### src/rtl/txstream_pkg.sv
// -----------------------------------------------------------------------------
// txstream_pkg
// Shared definitions for the UDP IQ stream blocks (txstream, rxstream):
// parser state encoding, framing constants, default port and a saturating
// counter helper.
// -----------------------------------------------------------------------------
package txstream_pkg;

    typedef enum logic [1:0] {
        ST_IDLE   = 2'd0,
        ST_SEQ    = 2'd1,
        ST_SAMPLE = 2'd2,
        ST_DROP   = 2'd3
    } stream_state_e;

    localparam int          SEQ_BYTES           = 4;
    localparam int          BYTES_PER_SAMPLE    = 6;
    localparam logic [15:0] DEFAULT_TX_PORT     = 16'd1029;
    localparam int          DEFAULT_NUM_SAMPLES = 240;

    // Increment that sticks at all-ones instead of wrapping.
    function automatic logic [15:0] sat_inc16(input logic [15:0] v);
        return (v == 16'hFFFF) ? v : v + 16'd1;
    endfunction

endpackage

### src/rtl/txstream_if.sv
// -----------------------------------------------------------------------------
// txstream_if
// Bundles the UDP payload input stream and the TX FIFO write port of txstream.
//   udp_rx_active : high on every cycle carrying a payload byte
//   udp_rx_data   : payload byte
//   to_port       : UDP destination port of the current packet
//   tx_data       : 48-bit IQ sample, [47:24] I, [23:0] Q
//   tx_wrreq      : one-cycle FIFO write strobe
//   tx_full       : FIFO full
// master = environment (UDP receiver + FIFO), slave = txstream.
// -----------------------------------------------------------------------------
interface txstream_if;
    logic        udp_rx_active;
    logic [7:0]  udp_rx_data;
    logic [15:0] to_port;
    logic [47:0] tx_data;
    logic        tx_wrreq;
    logic        tx_full;

    modport master (
        output udp_rx_active, udp_rx_data, to_port, tx_full,
        input  tx_data, tx_wrreq
    );

    modport slave (
        input  udp_rx_active, udp_rx_data, to_port, tx_full,
        output tx_data, tx_wrreq
    );
endinterface

### src/rtl/txstream_iq_assembler.sv
// -----------------------------------------------------------------------------
// txstream_iq_assembler (iq_assembler)
// Collects big-endian payload bytes into 48-bit IQ samples.
//   clk, reset_n : clock, asynchronous active-low reset
//   clear_i      : discard any partial sample, byte counter back to 0
//   vld_i        : byte_i is a sample byte to accept this cycle
//   byte_i       : payload byte
//   sample_o     : assembled sample, valid while done_o is high
//   done_o       : high on the cycle the last byte of a sample is accepted
// -----------------------------------------------------------------------------
module txstream_iq_assembler
    import txstream_pkg::*;
(
    input  logic        clk,
    input  logic        reset_n,
    input  logic        clear_i,
    input  logic        vld_i,
    input  logic [7:0]  byte_i,
    output logic [47:0] sample_o,
    output logic        done_o
);

    localparam int         SH_W      = (BYTES_PER_SAMPLE - 1) * 8;
    localparam logic [2:0] LAST_BYTE = 3'(BYTES_PER_SAMPLE - 1);

    logic [2:0]      cnt_q, cnt_d;
    logic [SH_W-1:0] sh_q, sh_d;

    always_ff @(posedge clk or negedge reset_n) begin
        if (!reset_n) begin
            cnt_q <= '0;
            sh_q  <= '0;
        end else begin
            cnt_q <= cnt_d;
            sh_q  <= sh_d;
        end
    end

    always_comb begin
        cnt_d = cnt_q;
        sh_d  = sh_q;
        if (clear_i) begin
            cnt_d = '0;
        end else if (vld_i) begin
            sh_d  = {sh_q[SH_W-9:0], byte_i};
            cnt_d = (cnt_q == LAST_BYTE) ? 3'd0 : cnt_q + 3'd1;
        end
    end

    // The final byte is taken straight from the input so the sample is
    // available on the same cycle it completes.
    assign sample_o = {sh_q, byte_i};
    assign done_o   = vld_i && !clear_i && (cnt_q == LAST_BYTE);

endmodule

### src/rtl/txstream.sv
// -----------------------------------------------------------------------------
// txstream
// Parses DUC IQ packets arriving over UDP and writes the samples into the TX
// FIFO. Packet payload: 4-byte big-endian sequence number followed by
// NUM_SAMPLES samples of 6 bytes (I[23:0], Q[23:0], big-endian).
//   clk        : system clock
//   reset_n    : asynchronous active-low reset
//   run        : stream enable
//   have_ip    : Ethernet setup complete
//   bus        : UDP payload input and TX FIFO write port (txstream_if.slave)
//   seq_errors : saturating count of sequence-number discontinuities
//   overflow   : sticky, a sample was dropped because the FIFO was full
// -----------------------------------------------------------------------------
module txstream
    import txstream_pkg::*;
#(
    parameter logic [15:0] TX_PORT     = DEFAULT_TX_PORT,
    parameter int          NUM_SAMPLES = DEFAULT_NUM_SAMPLES
) (
    input  logic        clk,
    input  logic        reset_n,
    input  logic        run,
    input  logic        have_ip,
    txstream_if.slave   bus,
    output logic [15:0] seq_errors,
    output logic        overflow
);

    localparam int SCW = $clog2(NUM_SAMPLES + 1);

    stream_state_e  state_q, state_d;
    logic [1:0]     seq_cnt_q, seq_cnt_d;
    logic [23:0]    seq_sh_q, seq_sh_d;
    logic [SCW-1:0] smp_cnt_q, smp_cnt_d;
    logic [31:0]    last_seq_q, last_seq_d;
    logic           seq_vld_q, seq_vld_d;
    logic [15:0]    seq_err_q, seq_err_d;
    logic           ovf_q, ovf_d;
    logic [47:0]    tx_data_q, tx_data_d;
    logic           tx_wrreq_q, tx_wrreq_d;

    logic           pkt_ok;
    logic           link_ok;
    logic [31:0]    seq_word;
    logic           asm_vld;
    logic           asm_clear;
    logic [47:0]    asm_sample;
    logic           asm_done;

    txstream_iq_assembler u_iq_assembler (
        .clk      (clk),
        .reset_n  (reset_n),
        .clear_i  (asm_clear),
        .vld_i    (asm_vld),
        .byte_i   (bus.udp_rx_data),
        .sample_o (asm_sample),
        .done_o   (asm_done)
    );

    // Outside SAMPLE the assembler is held cleared, so every entry into
    // SAMPLE starts on a sample boundary and aborted samples never leak.
    assign asm_clear = (state_q != ST_SAMPLE);

    always_ff @(posedge clk or negedge reset_n) begin
        if (!reset_n) begin
            state_q    <= ST_IDLE;
            seq_cnt_q  <= '0;
            seq_sh_q   <= '0;
            smp_cnt_q  <= '0;
            last_seq_q <= '0;
            seq_vld_q  <= 1'b0;
            seq_err_q  <= '0;
            ovf_q      <= 1'b0;
            tx_data_q  <= '0;
            tx_wrreq_q <= 1'b0;
        end else begin
            state_q    <= state_d;
            seq_cnt_q  <= seq_cnt_d;
            seq_sh_q   <= seq_sh_d;
            smp_cnt_q  <= smp_cnt_d;
            last_seq_q <= last_seq_d;
            seq_vld_q  <= seq_vld_d;
            seq_err_q  <= seq_err_d;
            ovf_q      <= ovf_d;
            tx_data_q  <= tx_data_d;
            tx_wrreq_q <= tx_wrreq_d;
        end
    end

    always_comb begin
        state_d    = state_q;
        seq_cnt_d  = seq_cnt_q;
        seq_sh_d   = seq_sh_q;
        smp_cnt_d  = smp_cnt_q;
        last_seq_d = last_seq_q;
        seq_vld_d  = seq_vld_q;
        seq_err_d  = seq_err_q;
        ovf_d      = ovf_q;
        tx_data_d  = tx_data_q;
        tx_wrreq_d = 1'b0;
        asm_vld    = 1'b0;

        link_ok  = run && have_ip;
        pkt_ok   = link_ok && (bus.to_port == TX_PORT);
        seq_word = {seq_sh_q, bus.udp_rx_data};

        unique case (state_q)
            ST_IDLE: begin
                if (bus.udp_rx_active) begin
                    if (pkt_ok) begin
                        // This byte is already sequence byte 0.
                        state_d   = ST_SEQ;
                        seq_sh_d  = {seq_sh_q[15:0], bus.udp_rx_data};
                        seq_cnt_d = 2'd1;
                    end else begin
                        state_d = ST_DROP;
                    end
                end
            end

            ST_SEQ: begin
                if (!bus.udp_rx_active) begin
                    state_d = ST_IDLE;
                end else if (!link_ok) begin
                    state_d = ST_DROP;
                end else begin
                    seq_sh_d = {seq_sh_q[15:0], bus.udp_rx_data};
                    if (seq_cnt_q == 2'(SEQ_BYTES - 1)) begin
                        state_d   = ST_SAMPLE;
                        seq_cnt_d = 2'd0;
                        smp_cnt_d = '0;
                        if (seq_vld_q && (seq_word != last_seq_q + 32'd1)) begin
                            seq_err_d = sat_inc16(seq_err_q);
                        end
                        last_seq_d = seq_word;
                        seq_vld_d  = 1'b1;
                    end else begin
                        seq_cnt_d = seq_cnt_q + 2'd1;
                    end
                end
            end

            ST_SAMPLE: begin
                if (!bus.udp_rx_active) begin
                    state_d = ST_IDLE;
                end else if (!link_ok) begin
                    state_d = ST_DROP;
                end else begin
                    asm_vld = 1'b1;
                    if (asm_done) begin
                        if (bus.tx_full) begin
                            ovf_d = 1'b1;
                        end else begin
                            tx_data_d  = asm_sample;
                            tx_wrreq_d = 1'b1;
                        end
                        if (smp_cnt_q == SCW'(NUM_SAMPLES - 1)) begin
                            state_d   = ST_DROP;
                            smp_cnt_d = '0;
                        end else begin
                            smp_cnt_d = smp_cnt_q + SCW'(1);
                        end
                    end
                end
            end

            ST_DROP: begin
                if (!bus.udp_rx_active) begin
                    state_d = ST_IDLE;
                end
            end

            default: state_d = ST_IDLE;
        endcase

        // Stopping the stream re-arms overflow and forgets the last sequence
        // number, so the first packet after restart is never an error.
        if (!run) begin
            ovf_d     = 1'b0;
            seq_vld_d = 1'b0;
        end
    end

    assign bus.tx_data  = tx_data_q;
    assign bus.tx_wrreq = tx_wrreq_q;
    assign seq_errors   = seq_err_q;
    assign overflow     = ovf_q;

endmodule

### src/flat_wrapper.sv
// flat-port wrapper written by rule: the top's interface ports become plain ports
module txstream_flat import txstream_pkg::*;
#(
    parameter logic [15:0] TX_PORT     = DEFAULT_TX_PORT,
    parameter int          NUM_SAMPLES = DEFAULT_NUM_SAMPLES
)
  (clk, reset_n, run, have_ip, seq_errors, overflow, bus_udp_rx_active, bus_udp_rx_data, bus_to_port, bus_tx_full, bus_tx_data, bus_tx_wrreq);
  txstream_if bus_i ();
  input  logic clk;
  input  logic reset_n;
  input  logic run;
  input  logic have_ip;
  output logic [15:0] seq_errors;
  output logic overflow;
  input wire logic [$bits(bus_i.udp_rx_active)-1:0] bus_udp_rx_active;
  input wire logic [$bits(bus_i.udp_rx_data)-1:0] bus_udp_rx_data;
  input wire logic [$bits(bus_i.to_port)-1:0] bus_to_port;
  input wire logic [$bits(bus_i.tx_full)-1:0] bus_tx_full;
  output wire logic [$bits(bus_i.tx_data)-1:0] bus_tx_data;
  output wire logic [$bits(bus_i.tx_wrreq)-1:0] bus_tx_wrreq;
  assign bus_i.udp_rx_active = bus_udp_rx_active;
  assign bus_i.udp_rx_data = bus_udp_rx_data;
  assign bus_i.to_port = bus_to_port;
  assign bus_i.tx_full = bus_tx_full;
  assign bus_tx_data = bus_i.tx_data;
  assign bus_tx_wrreq = bus_i.tx_wrreq;
  txstream #(.TX_PORT(TX_PORT), .NUM_SAMPLES(NUM_SAMPLES)) u_core (.clk(clk), .reset_n(reset_n), .run(run), .have_ip(have_ip), .bus(bus_i), .seq_errors(seq_errors), .overflow(overflow));
endmodule
### config.mk
export PLATFORM = sky130hd
export DESIGN_NAME = txstream_flat
export DESIGN_NICKNAME = d
export VERILOG_FILES = /design/src/rtl/txstream_pkg.sv /design/src/rtl/txstream_if.sv /design/src/rtl/txstream_iq_assembler.sv /design/src/rtl/txstream.sv /design/src/flat_wrapper.sv
export SDC_FILE = /design/constraint.sdc
export NUM_CORES = 1
export LEC_CHECK = 0
export CORE_MARGIN = 2
export CORE_UTILIZATION = 25
export DETAILED_ROUTE_END_ITERATION = 16
export GPL_ROUTABILITY_DRIVEN = 0
export PLACE_DENSITY_LB_ADDON = 0.08
export SYNTH_ARGS = -nofsm -noshare
export SYNTH_HDL_FRONTEND = slang
export SYNTH_SLANG_ARGS = --single-unit
### constraint.sdc
create_clock -name clk -period 5.1 [get_ports clk]
set_clock_uncertainty 0.05 [all_clocks]
set_input_delay 1.02 -clock clk [delete_from_list [all_inputs] [get_ports clk]]
set_output_delay 1.02 -clock clk [all_outputs]
set_load 0.03 [all_outputs]
==> impl_metrics.yaml, run 1 <==
critical_path:
  worstPathRequired_ns: 5.36
  end_kind: "register"
  path_max_fanout: 15
  worstSetupStartpointType: "register"
  critical_path_class: "reg -> reg"
  crit_chain: "ha_1 -> nand3_1 -> nor4_2 -> nand4_1 -> xnor2_1 -> or4_4 -> nor4b_4 -> buf_4 -> or2_2 -> mux2_1"
  max_stage_delay_ns: 0.65
  worstPathArrival_ns: 3.78
  cp_slowest_cell: "nor4_2"
timing:
  rsz0062_at_grt: "false"
  worst_pin_slew_ns: 1.044
  relSlewSlack_pct: 30.09
  fin_crit_ns: 3.514
  hold_viol: 0
  hold_slack_ns: 0.4386
  setup_violations: 0
  worst_slack_ns: 1.586
  fmax_mhz: 284.6
  fin_crit_sh_pct: 68.90
  tns_ns: 0
  slew_viol_final: 0
place:
  placedInstanceArea_um2: 9644
  dpl_worst_slack_ns: 1.141
  hpwl_mm: 13.56
  io_buffers: 95
logic_synthesis:
  ys_ff_latch: 178
  synth.most_common_cell: "dfrtp_1"
  synthCells: 648
  synth_area_leaders: "dfrtp_1 55%, mux2_2 20%, xnor2_1 3.1%"
  synth_fp_nets: 682
  yosysTopAreaCell: "dfrtp_1"
  yosys_warnings: 0
  synthArstFlopShare_pct: 100.0
  yosysUniqueCellTypes: 55
  ys_seq_area_share_pct: 54.50
  avgSynthCellArea_um2: 12.61
  netlist_top_cells_count: "178 x dfrtp_1, 146 x mux2_2, 34 x nand2_1"
  synth_edf_count: 0
  synth_top_area_share_pct: 54.50
  ys.flop_type: "dfrtp_1"
  syn-cell-area_um2: 8173
floorplan:
  io_pins: 96
  die_h_um: 184.8
  core_area_um2: 32370
  initial_utilization_pct: 25.25
  dieArea_um2: 34150
  row_count: 66
  die_w_um: 184.8
clock_network:
  cts_made_buffers: 17
  postCtsSetupBuffers: 0
  cts_max_level: 4
  cts_resized: 0
  cts_tree: "done"
  ctsRootBufferMaster: "clkbuf_16"
  clock_latency_ns: 0.42
  ctsHoldBuffers: 0
  cts_buffer_depth: 2
  clk_pin_slew_ns: 0.08
  numClockSinks: 178
routing:
  drtIter0Drc: 240
  drc: 0
  firstDrtPassIters: 4
  routed_wl_mm: 19.68
  antenna_left: 0
  vias_per_cell: 4.475
  vias: 5370
  wl_per_cell_um: 16.40
run_status:
  status: "completed"
grt:
  met1_usage_pct: 16.43
  grt_first_pass_wirelength_mm: 31.75
  grt_use_met3_pct: 2.477
  grt-busiest-layer: "met2"
  grt_max_degree: 90
  grt_util_met2_pct: 19.22
  antenna_found_initial: 0
  gr-usage-all-layers_pct: 11.95
  grt-ovfl-total: 0
  grt_pass1_vias: 5650
power_and_ir_drop:
  power_density_nw_per_um2: 321.4
  ir_drop_mv: 0.2276
  leakage_uw: 0.004492
cells_and_area:
  drive_gt1_share_pct: 26.25
  diodes: 0
  fin_area_um2: 10220
  fin_nets: 779
  syn2layout_area_growth_pct: 25.09
worst_hold_path:
  holdCritPathClass: "reg -> reg"
run:
  drv_cap: 0
## placed cells by master (no fill, tap or decap), types with 3 or more instances in the layout
cell type / netlist / routed
a211oi_1: 4 / 4
a21oi_1: 8 / 8
a31oi_1: 4 / 4
and3_1: 13 / 13
and4_1: 5 / 5
buf_4: 0 / 6
clkbuf_16: 0 / 17
clkdlybuf4s50_1: 0 / 94
clkinv_4: 0 / 3
clkinv_8: 0 / 3
clkinvlp_4: 0 / 4
dfrtp_1: 178 / 178
ha_1: 4 / 4
inv_1: 3 / 3
inv_8: 0 / 4
mux2_2: 146 / 146
mux2i_1: 4 / 4
nand2_1: 34 / 34
nand2b_1: 8 / 8
nand3_1: 21 / 21
nand3b_1: 4 / 4
nand4_1: 17 / 17
nor2_1: 21 / 19
nor2b_1: 6 / 6
nor3_1: 19 / 18
nor4_1: 8 / 8
o21ai_0: 18 / 18
o31ai_1: 3 / 3
or3_1: 4 / 4
xnor2_1: 29 / 29
xor2_1: 26 / 26
## cell type report
class / instances / area [um2]
Clock buffer: 18 / 429.2
Clock inverter: 14 / 150.1
Fill cell: 3300 / 22150
Inverter: 3 / 11.26
Multi-Input combinational cell: 444 / 3628
Sequential cell: 178 / 4454
Tap cell: 442 / 553.0
Timing Repair Buffer: 101 / 997.2
## where the power goes
part | internal [uW] | switching [uW] | total, uW
Sequential | 1520 | 128 | 1650
Combinational | 192 | 154 | 346
Clock | 652 | 637 | 1290
## stage by stage
step / cells / utilization [%] / power (uW)
after global placement: 1168 / 29.79 / 2022
after global routing: 1200 / 31.58 / 3472
after detailed placement: 1168 / 29.79 / 2032
final: 1200 / 31.58 / 3286
after floorplan: 648 / - / 1874
after CTS: 1200 / 31.58 / 3352
## cell families (layout without fill, tap and decap cells)
| group | after synthesis | after routing | share of synthesized area [%] |
|---|---|---|---|
| xor gates and xnor gates | 55 | 55 | 5.894 |
| adders and majority gates | 4 | 4 | 0.6124 |
| and+or+nand+nor | 180 | 180 | 12.60 |
| muxes | 151 | 151 | 20.74 |
| buffers and inverters | 26 | 136 | 1.286 |
| DFF | 178 | 178 | 54.50 |
| AOI/OAI and AO/OA | 54 | 54 | 4.363 |
## state kept, by name, indices dropped and copies added, names as in the netlist, 2 cells and up
signal	count
u_core.seq_sh_q	24
u_core.last_seq_q	32
u_core.u_iq_assembler.cnt_q	3
u_core.u_iq_assembler.sh_q	40
u_core.seq_cnt_q	2
u_core.seq_errors	16
u_core.state_q	2
u_core.bus.tx_data	48
u_core.smp_cnt_q	8
## layer usage
metal	up-vias	routed length, um
li1	2562	-
met1	2719	9462
met2	79	9314
met3	10	746
met4	0	157
met5	-	0
## path summary, 6_finish.rpt
| kind | start | to | slack, ns | depth (start not counted) |
|---|---|---|---|---|
| max | u_core.last_seq_q[0]$_DFFE_PN0P_ | u_core.seq_errors[1]$_DFFE_PN0P_ | 1.59 | 10 |
| min | u_core.overflow$_DFFE_PN0P_ | u_core.overflow$_DFFE_PN0P_ | 0.44 | 1 |
| max reg2reg | u_core.last_seq_q[0]$_DFFE_PN0P_ | u_core.seq_errors[1]$_DFFE_PN0P_ | 1.59 | 10 |
| min reg2reg | u_core.overflow$_DFFE_PN0P_ | u_core.overflow$_DFFE_PN0P_ | 0.44 | 1 |
| max in group asynchronous | reset_n | u_core.seq_sh_q[9]$_DFFE_PN0P_ | 3.20 | 2 |
| min in group asynchronous | reset_n | u_core.last_seq_q[26]$_DFFE_PN0P_ | 0.64 | 1 |
## worst max-delay path, delay by kind of cell (launching register included)
family	cells	cell delay [ns]
xor+xnor	1	0.18
flops	1	0.45
mux	1	0.32
fa+ha+maj	1	0.29
simple gates	6	1.87
buf+inv	1	0.25
(Power assumes the default switching activity.)
==> run 2, diff against run 1 <==
- clock period: 5.1 -> 3.6 ns (I/O delays scaled with it)
==> run 2 against run 1 <==
  * Clock-buffer cell count unchanged
  * Critical path depth decreased by 2
  * Critical path type unchanged
  * Final area increased by 1.7%
  * Largest power group unchanged
  * Combinational power increased by 46%
==> impl_metrics.yaml, run 2 (synthesis gave the netlist of run 1 again) <==
run_status:
  status: "completed"
cells_and_area:
  drive_gt1_share_pct: 27.91
  seq_area_um2: 4454
  final_cell_mix: "178 x dfrtp_1, 146 x mux2_2, 94 x clkdlybuf4s50_1, 34 x nand2_1, 29 x xnor2_1"
  largest_reg_flops: 48
  diodes: 0
  layout_commonest_cell: "dfrtp_1"
  nFillCells: 3283
  fin_nets: 795
  multi_input_area_um2: 3628
  syn2layout_area_growth_pct: 27.27
grt:
  grt_first_pass_wirelength_mm: 32.46
  grt_pass1_vias: 5647
  grt-ovfl-total: 0
  gr-usage-all-layers_pct: 12.29
  grt_max_degree: 75
  antenna_found_initial: 0
floorplan:
  core_area_um2: 32370
  row_count: 66
  die_h_um: 184.8
  initial_utilization_pct: 25.25
  io_pins: 96
  die_w_um: 184.8
  dieArea_um2: 34150
timing:
  fmax_mhz: 308.8
  setup_violations: 0
  worst_pin_slew_ns: 0.7499
  hold_viol: 0
  relSlewSlack_pct: 50.01
  fin_crit_ns: 3.239
  slew_viol_final: 0
  rsz0062_at_grt: "false"
  worst_slack_ns: 0.3612
  fin_crit_sh_pct: 89.97
  tns_ns: 0
clock_network:
  cts_resized: 0
  ctsRootBufferMaster: "clkbuf_16"
  ctsHoldBuffers: 0
  cts_buffer_depth: 2
  cts_max_level: 4
  numClockSinks: 178
  cts_tree: "done"
  clk_pin_slew_ns: 0.07
  clock_latency_ns: 0.44
  cts_made_buffers: 17
  postCtsSetupBuffers: 0
worst_hold_path:
  holdCritPathClass: "in -> async"
critical_path:
  end_kind: "register"
  critical_path_class: "reg -> reg"
  worstSetupStartpointType: "register"
  path_max_fanout: 7
  worstPathRequired_ns: 3.86
  worstPathArrival_ns: 3.50
  r2r_slack_ns: 0.36
routing:
  firstDrtPassIters: 4
  drtIter0Drc: 330
  routed_wl_mm: 20.11
  wl_per_cell_um: 16.54
  vias: 5538
  antenna_left: 0
  drc: 0
  vias_per_cell: 4.554
power_and_ir_drop:
  ir_drop_mv: 0.2763
  seq_power_share_pct: 49.3
  power_density_nw_per_um2: 457.8
  cell_internal_pwr_uw: 3405
  leakage_uw: 0.004608
  p_switching_uw: 1357
  sw_frac_of_total_pct: 28.50
  comb_power_share_pct: 10.6
  clkPwrFrac_pct: 40.1
  power_uw: 4762
place:
  hpwl_mm: 14.09
  dpl_worst_slack_ns: 0.1568
  io_buffers: 95
run:
  drv_cap: 0
run 2: cell count changes in the layout (fill, tap and decap cells not counted), sizes merged:
cell and delta:
buf +16, inv +4, clkinvlp -4
run 2: power groups by stage:
stage          Sequential, uW  Clock, uW  Combinational, uW
3_5_place_dp             2390          0                512
5_1_grt                  2380       2060                572
6_report                 2350       1910                504
2_1_floorplan            2300          0                355
4_1_cts                  2350       1970                515
3_3_place_gp             2380          0                506
run 2: area by class of cell:
cell class,instances,area share (%)
clock buffer,18,4.222
multi-input combinational,444,34.89
inverter,3,0.1083
tap,442,5.317
clock inverter,14,1.660
timing repair buffer,117,10.98
sequential,178,42.82
run 2: layer usage:
| metal | GRT usage, % | vias to the layer above | routed length (um) |
|---|---|---|---|
| met3 | 2.084 | 15 | 580 |
| met2 | 19.34 | 91 | 9394 |
| met5 | 0 | - | 0 |
| met4 | 3.714 | 0 | 218 |
| met1 | 17.28 | 2830 | 9916 |
| li1 | - | 2602 | - |
run 2: critical path, stage by stage (launching register included):
cell and delay, ns:
dfrtp_1 0.48, nand4_2 0.26, or2_4 0.36, nor4_2 0.41
a31oi_1 0.15, or4_4 0.55, nor4b_4 0.34, or2_2 0.20
mux2_1 0.32
run 2: final timing paths:
kind	end	startpoint	depth (start not counted)
worst min-delay path	u_core.seq_sh_q[15]$_DFFE_PN0P_	reset_n	1
worst max-delay path	u_core.seq_errors[1]$_DFFE_PN0P_	u_core.last_seq_q[8]$_DFFE_PN0P_	8
worst max register to register	u_core.seq_errors[1]$_DFFE_PN0P_	u_core.last_seq_q[8]$_DFFE_PN0P_	8
max in group asynchronous	u_core.u_iq_assembler.sh_q[16]$_DFFE_PN0P_	reset_n	2
worst min register to register	u_core.seq_errors[6]$_DFFE_PN0P_	u_core.seq_errors[6]$_DFFE_PN0P_	1
min in group clk	u_core.seq_errors[6]$_DFFE_PN0P_	u_core.seq_errors[6]$_DFFE_PN0P_	1
run 2: through the flow:
step	cells	hold WS [ns]	util, %	instance area [um2]
after floorplan	648	0.3744	-	8173
after global placement	1184	0.4183	30.24	9789
after detailed placement	1184	0.4318	30.24	9789
after CTS	1216	0.3125	32.13	10400
after global routing	1216	0.3281	32.13	10400
final	1216	0.2650	32.13	10400
==> run 3, diff against run 2 <==
- clock period: 3.6 -> 3.8 ns (I/O delays scaled with it)
==> run 3 against run 2 <==
  * Global-route usage rose by 0.10 points
  * First-iteration DRC count down 20%
  * Core utilization is 0.093 points lower
  * Largest cell class unchanged
  * Highest routed layer unchanged
==> impl_metrics.yaml, run 3 (synthesis gave the netlist of run 1 again) <==
clock_network:
  cts_tree: "done"
  clk_pin_slew_ns: 0.08
  numClockSinks: 178
  postCtsSetupBuffers: 0
  ctsRootBufferMaster: "clkbuf_16"
  clock_latency_ns: 0.43
  cts_made_buffers: 17
  cts_resized: 0
  cts_buffer_depth: 2
  cts_max_level: 4
  ctsHoldBuffers: 0
cells_and_area:
  final_cell_mix: "178 x dfrtp_1, 146 x mux2_2, 94 x clkdlybuf4s50_1, 34 x nand2_1, 29 x xnor2_1"
  fin_nets: 791
  syn2layout_area_growth_pct: 26.90
  diodes: 0
  largest_reg_flops: 48
  fin_util_pct: 32.04
  drive_gt1_share_pct: 27.53
  layout_commonest_cell: "dfrtp_1"
  nFillCells: 3318
grt:
  grt_pass1_vias: 5826
  antenna_found_initial: 0
  grt_max_degree: 72
  grt_first_pass_wirelength_mm: 32.88
  grt-ovfl-total: 0
  gr-usage-all-layers_pct: 12.39
timing:
  slew_viol_final: 0
  hold_viol: 0
  fin_crit_ns: 3.362
  relSlewSlack_pct: 42.55
  fmax_mhz: 297.4
  worst_pin_slew_ns: 0.8617
  fin_crit_sh_pct: 88.48
  rsz0062_at_grt: "false"
  tns_ns: 0
  hold_slack_ns: 0.2832
  setup_violations: 0
power_and_ir_drop:
  leakage_uw: 0.004589
  ir_drop_mv: 0.2748
  power_density_nw_per_um2: 436.6
routing:
  wl_per_cell_um: 16.89
  firstDrtPassIters: 6
  drc: 0
  antenna_left: 0
  drtIter0Drc: 263
  routed_wl_mm: 20.47
  vias: 5554
  vias_per_cell: 4.583
floorplan:
  die_w_um: 184.8
  io_pins: 96
  die_h_um: 184.8
  initial_utilization_pct: 25.25
  dieArea_um2: 34150
  row_count: 66
  core_area_um2: 32370
critical_path:
  end_kind: "register"
  r2r_slack_ns: 0.44
  worstSetupStartpoint: "u_core.last_seq_q[0]$_DFFE_PN0P_"
  worstPathArrival_ns: 3.62
  worstSetupStartpointType: "register"
  reg2regPathDepth: 9
  reg2reg_to: "u_core.seq_errors[1]$_DFFE_PN0P_"
  r2r-start: "u_core.last_seq_q[0]$_DFFE_PN0P_"
  crit_end: "u_core.seq_errors[1]$_DFFE_PN0P_"
  worstPathRequired_ns: 4.06
  path_max_fanout: 6
  critical_path_class: "reg -> reg"
run:
  drv_cap: 0
run_status:
  status: "completed"
place:
  hpwl_mm: 14.40
  io_buffers: 95
worst_hold_path:
  holdCritPathClass: "in -> async"
-- run 3: cell types whose count changed in the layout (fill, tap and decap cells not counted) --
cell      before  now
clkinv_4       2    1
clkinv_8       4    3
inv_12         1    2
inv_6          2    3
buf_4         20   16
-- run 3: worst max-delay path: stages (launching register included) --
cell and delay [ns]:
dfrtp_1 0.45, ha_1 0.29, nand3_1 0.20, or4_1 0.60, mux2_2 0.26, a311oi_1 0.09, a211oi_1 0.45, nor4b_4 0.36
or2_2 0.19, mux2_1 0.31
-- run 3: final cells by class --
cell class | instances | area [um2] | share of cell area (%)
repair buffers | 113 | 1112 | 10.73
flip-flops and latches | 178 | 4454 | 42.95
clock inverters | 14 | 172.7 | 1.665
well taps | 442 | 553.0 | 5.332
multi-input cells | 444 | 3628 | 34.99
clock buffers | 18 | 439.2 | 4.235
inverters | 3 | 11.26 | 0.1086
-- run 3: power by group --
part / internal (uW) / switching [uW]
logic: 265 / 218
clock network: 921 / 906
registers: 2040 / 175
total: 3230 / 1300
-- run 3: worst min path at each step --
stage | to | slack (ns) | depth (start not counted)
final | u_core.last_seq_q[29]$_DFFE_PN0P_ | 0.28 | 1
after global routing | u_core.last_seq_q[29]$_DFFE_PN0P_ | 0.34 | 1
after CTS | u_core.seq_errors[0]$_DFFE_PN0P_ | 0.34 | 1
after detailed placement | u_core.smp_cnt_q[7]$_DFFE_PN0P_ | 0.43 | 1
after global placement | u_core.seq_cnt_q[1]$_DFFE_PN0P_ | 0.42 | 2
after floorplan | u_core.smp_cnt_q[7]$_DFFE_PN0P_ | 0.40 | 1
-- run 3: metal layers --
layer | wire length (um) | GRT usage (%)
met4 | 226 | 3.683
met5 | 0 | 0
met1 | 9984 | 17.03
met3 | 602 | 2.084
met2 | 9655 | 20.03
-- run 3: per-stage QoR --
| stage | setup slack [ns] | std cells | instance area, um2 | power [uW] |
|---|---|---|---|---|
| finish | 0.4376 | 1212 | 10370 | 4528 |
| global route | 0.1242 | 1212 | 10370 | 4750 |
| CTS | 0.3741 | 1212 | 10370 | 4610 |
| detailed placement | 0.2995 | 1180 | 9759 | 2747 |
| global placement | 0.3527 | 1180 | 9759 | 2729 |
| floorplan | 0.8945 | 648 | 8173 | 2515 |
==> RTL edit, RTL diff (settings of run 2) <==
Make the reset (`reset_n`) synchronous in 2 clocked blocks. Comments in the files are not updated.
--- a/src/rtl/txstream_iq_assembler.sv
+++ b/src/rtl/txstream_iq_assembler.sv
@@ -28,3 +28,3 @@
 
-    always_ff @(posedge clk or negedge reset_n) begin
+    always_ff @(posedge clk) begin
         if (!reset_n) begin
--- a/src/rtl/txstream.sv
+++ b/src/rtl/txstream.sv
@@ -63,3 +63,3 @@
 
-    always_ff @(posedge clk or negedge reset_n) begin
+    always_ff @(posedge clk) begin
         if (!reset_n) begin
Behaviour: same outputs for any inputs over 4 cycles, from zero or initial values and one cycle with reset_n low; that may be too few to reach the edited logic, so the function may still have changed.
==> RTL edit against run 2 <==
Area after synthesis down 3.5%. Sequential share of layout area fell by 7.4 points. Count of clock-buffer cells in the layout decreased by 1. Sequential cell count unchanged. Via count increased by 26%. Power decreased by 9.5%. Cell area down 3.4%. Synthesized cell count increased by 54%. Wire length up 16%. Maximum frequency shrank 2.7%. Combinational power fell by 37%. Non-clock buffer count grew 17. Worst setup slack worse by 0.090 ns. Critical path type unchanged. Largest power group unchanged.
==> RTL edit: results (changes against run 2) <==
[place]
post-place-cells=1468  ; +24%

[worst_setup_path]
crit_path_end=u_core.seq_errors[4]
worst-endpoint-arrival_ns=3.60  ; +0.10 ns
startpoint=u_core.last_seq_q[1]
critPathSlowestCell=or4_1
worst-r2r-cell-count=11  ; +3
reg2reg_slack_ns=0.27  ; -0.09 ns
crit_fanout=23  ; +16

[synthesis]
synth_mux_area_share_pct=4.97  ; -16 points
syn_inst=995  ; +54%
synth_cell_types=67  ; +22%
synth_common_cells=286 x nand2_1, 178 x dfxtp_1, 142 x a21oi_1
ys_seq_area_share_pct=45.2  ; -9.3 points
synth_xor_area_share_pct=5.33  ; -0.56 points
postSynth.asyncResetShare_pct=0  ; -100 points
synth-compound-area-share_pct=13.2  ; +8.8 points

[pwr]
leakage_uw=0.00340  ; -26%
p_clk_uw=1950  ; +2%
irDropWorstVdd_mv=0.308  ; +11%
pwr-share-comb_pct=7.4  ; -3.2 points
internal_power_uw=3090  ; -9.1%

[final_layout]
layout-drive-gt1-share_pct=8.29  ; -20 points
multi_input_cells=745  ; +68%
final-clk-cell-share_pct=6.20  ; +0.32 points
multi_input_area_share_pct=40.2  ; +5.3 points
layout.nonclk_buf_share_pct=12.8  ; +1.8 points
fin_nets=1119  ; +41%
fillers=3321  ; +1.2%
regArea_um2=3560  ; -20%

[global_routing]
grt_util_met3_pct=2.59  ; +0.50 points
grt_max_degree=53  ; -29%
first_global_vias=6877  ; +22%
use_met2_pct=23.6  ; +4.2 points
use_met1_pct=19.8  ; +2.5 points
grt_pass1_wl_mm=38.2  ; +18%

[routing]
dr.first_iter.drc_count=389  ; +18%
met3_length_um=650  ; +12%
vias=6968  ; +26%
wl_per_cell_um=15.5  ; -6.1%
drt-total-wl_mm=23.3  ; +16%
dr_wl_met2_mm=10.8  ; +15%

[clock_tree]
clk_pin_slew_ns=0.09  ; +0.02 ns

[hold_path]
worstHoldPathType=flop to flop

[status]
status=finished clean

==> RTL edit: cell count changes after synthesis, moves of 9 or more <==
| cell | run 2 | this run |
|---|---|---|
| a21oi_1 | 8 | 142 |
| clkbuf_1 | 20 | 51 |
| dfxtp_1 | 0 | 178 |
| mux2i_1 | 4 | 38 |
| nor2_1 | 21 | 61 |
| dfrtp_1 | 178 | 0 |
| mux2_2 | 146 | 1 |
| nand2_1 | 34 | 286 |
| o21ai_0 | 18 | 9 |
==> RTL edit: metrics by stage <==
step	worst slack (ns)	total power, uW	hold slack [ns]	instance area (um2)	util [%]
floorplan	0.496	2280	0.382	7890	-
global placement	0.144	2410	0.395	9420	30.1
detailed placement	0.127	2410	0.398	9420	30.1
CTS	0.286	4390	0.409	10000	32.1
global route	0.0313	4510	0.434	10000	32.1
finish	0.271	4310	0.403	10000	32.1
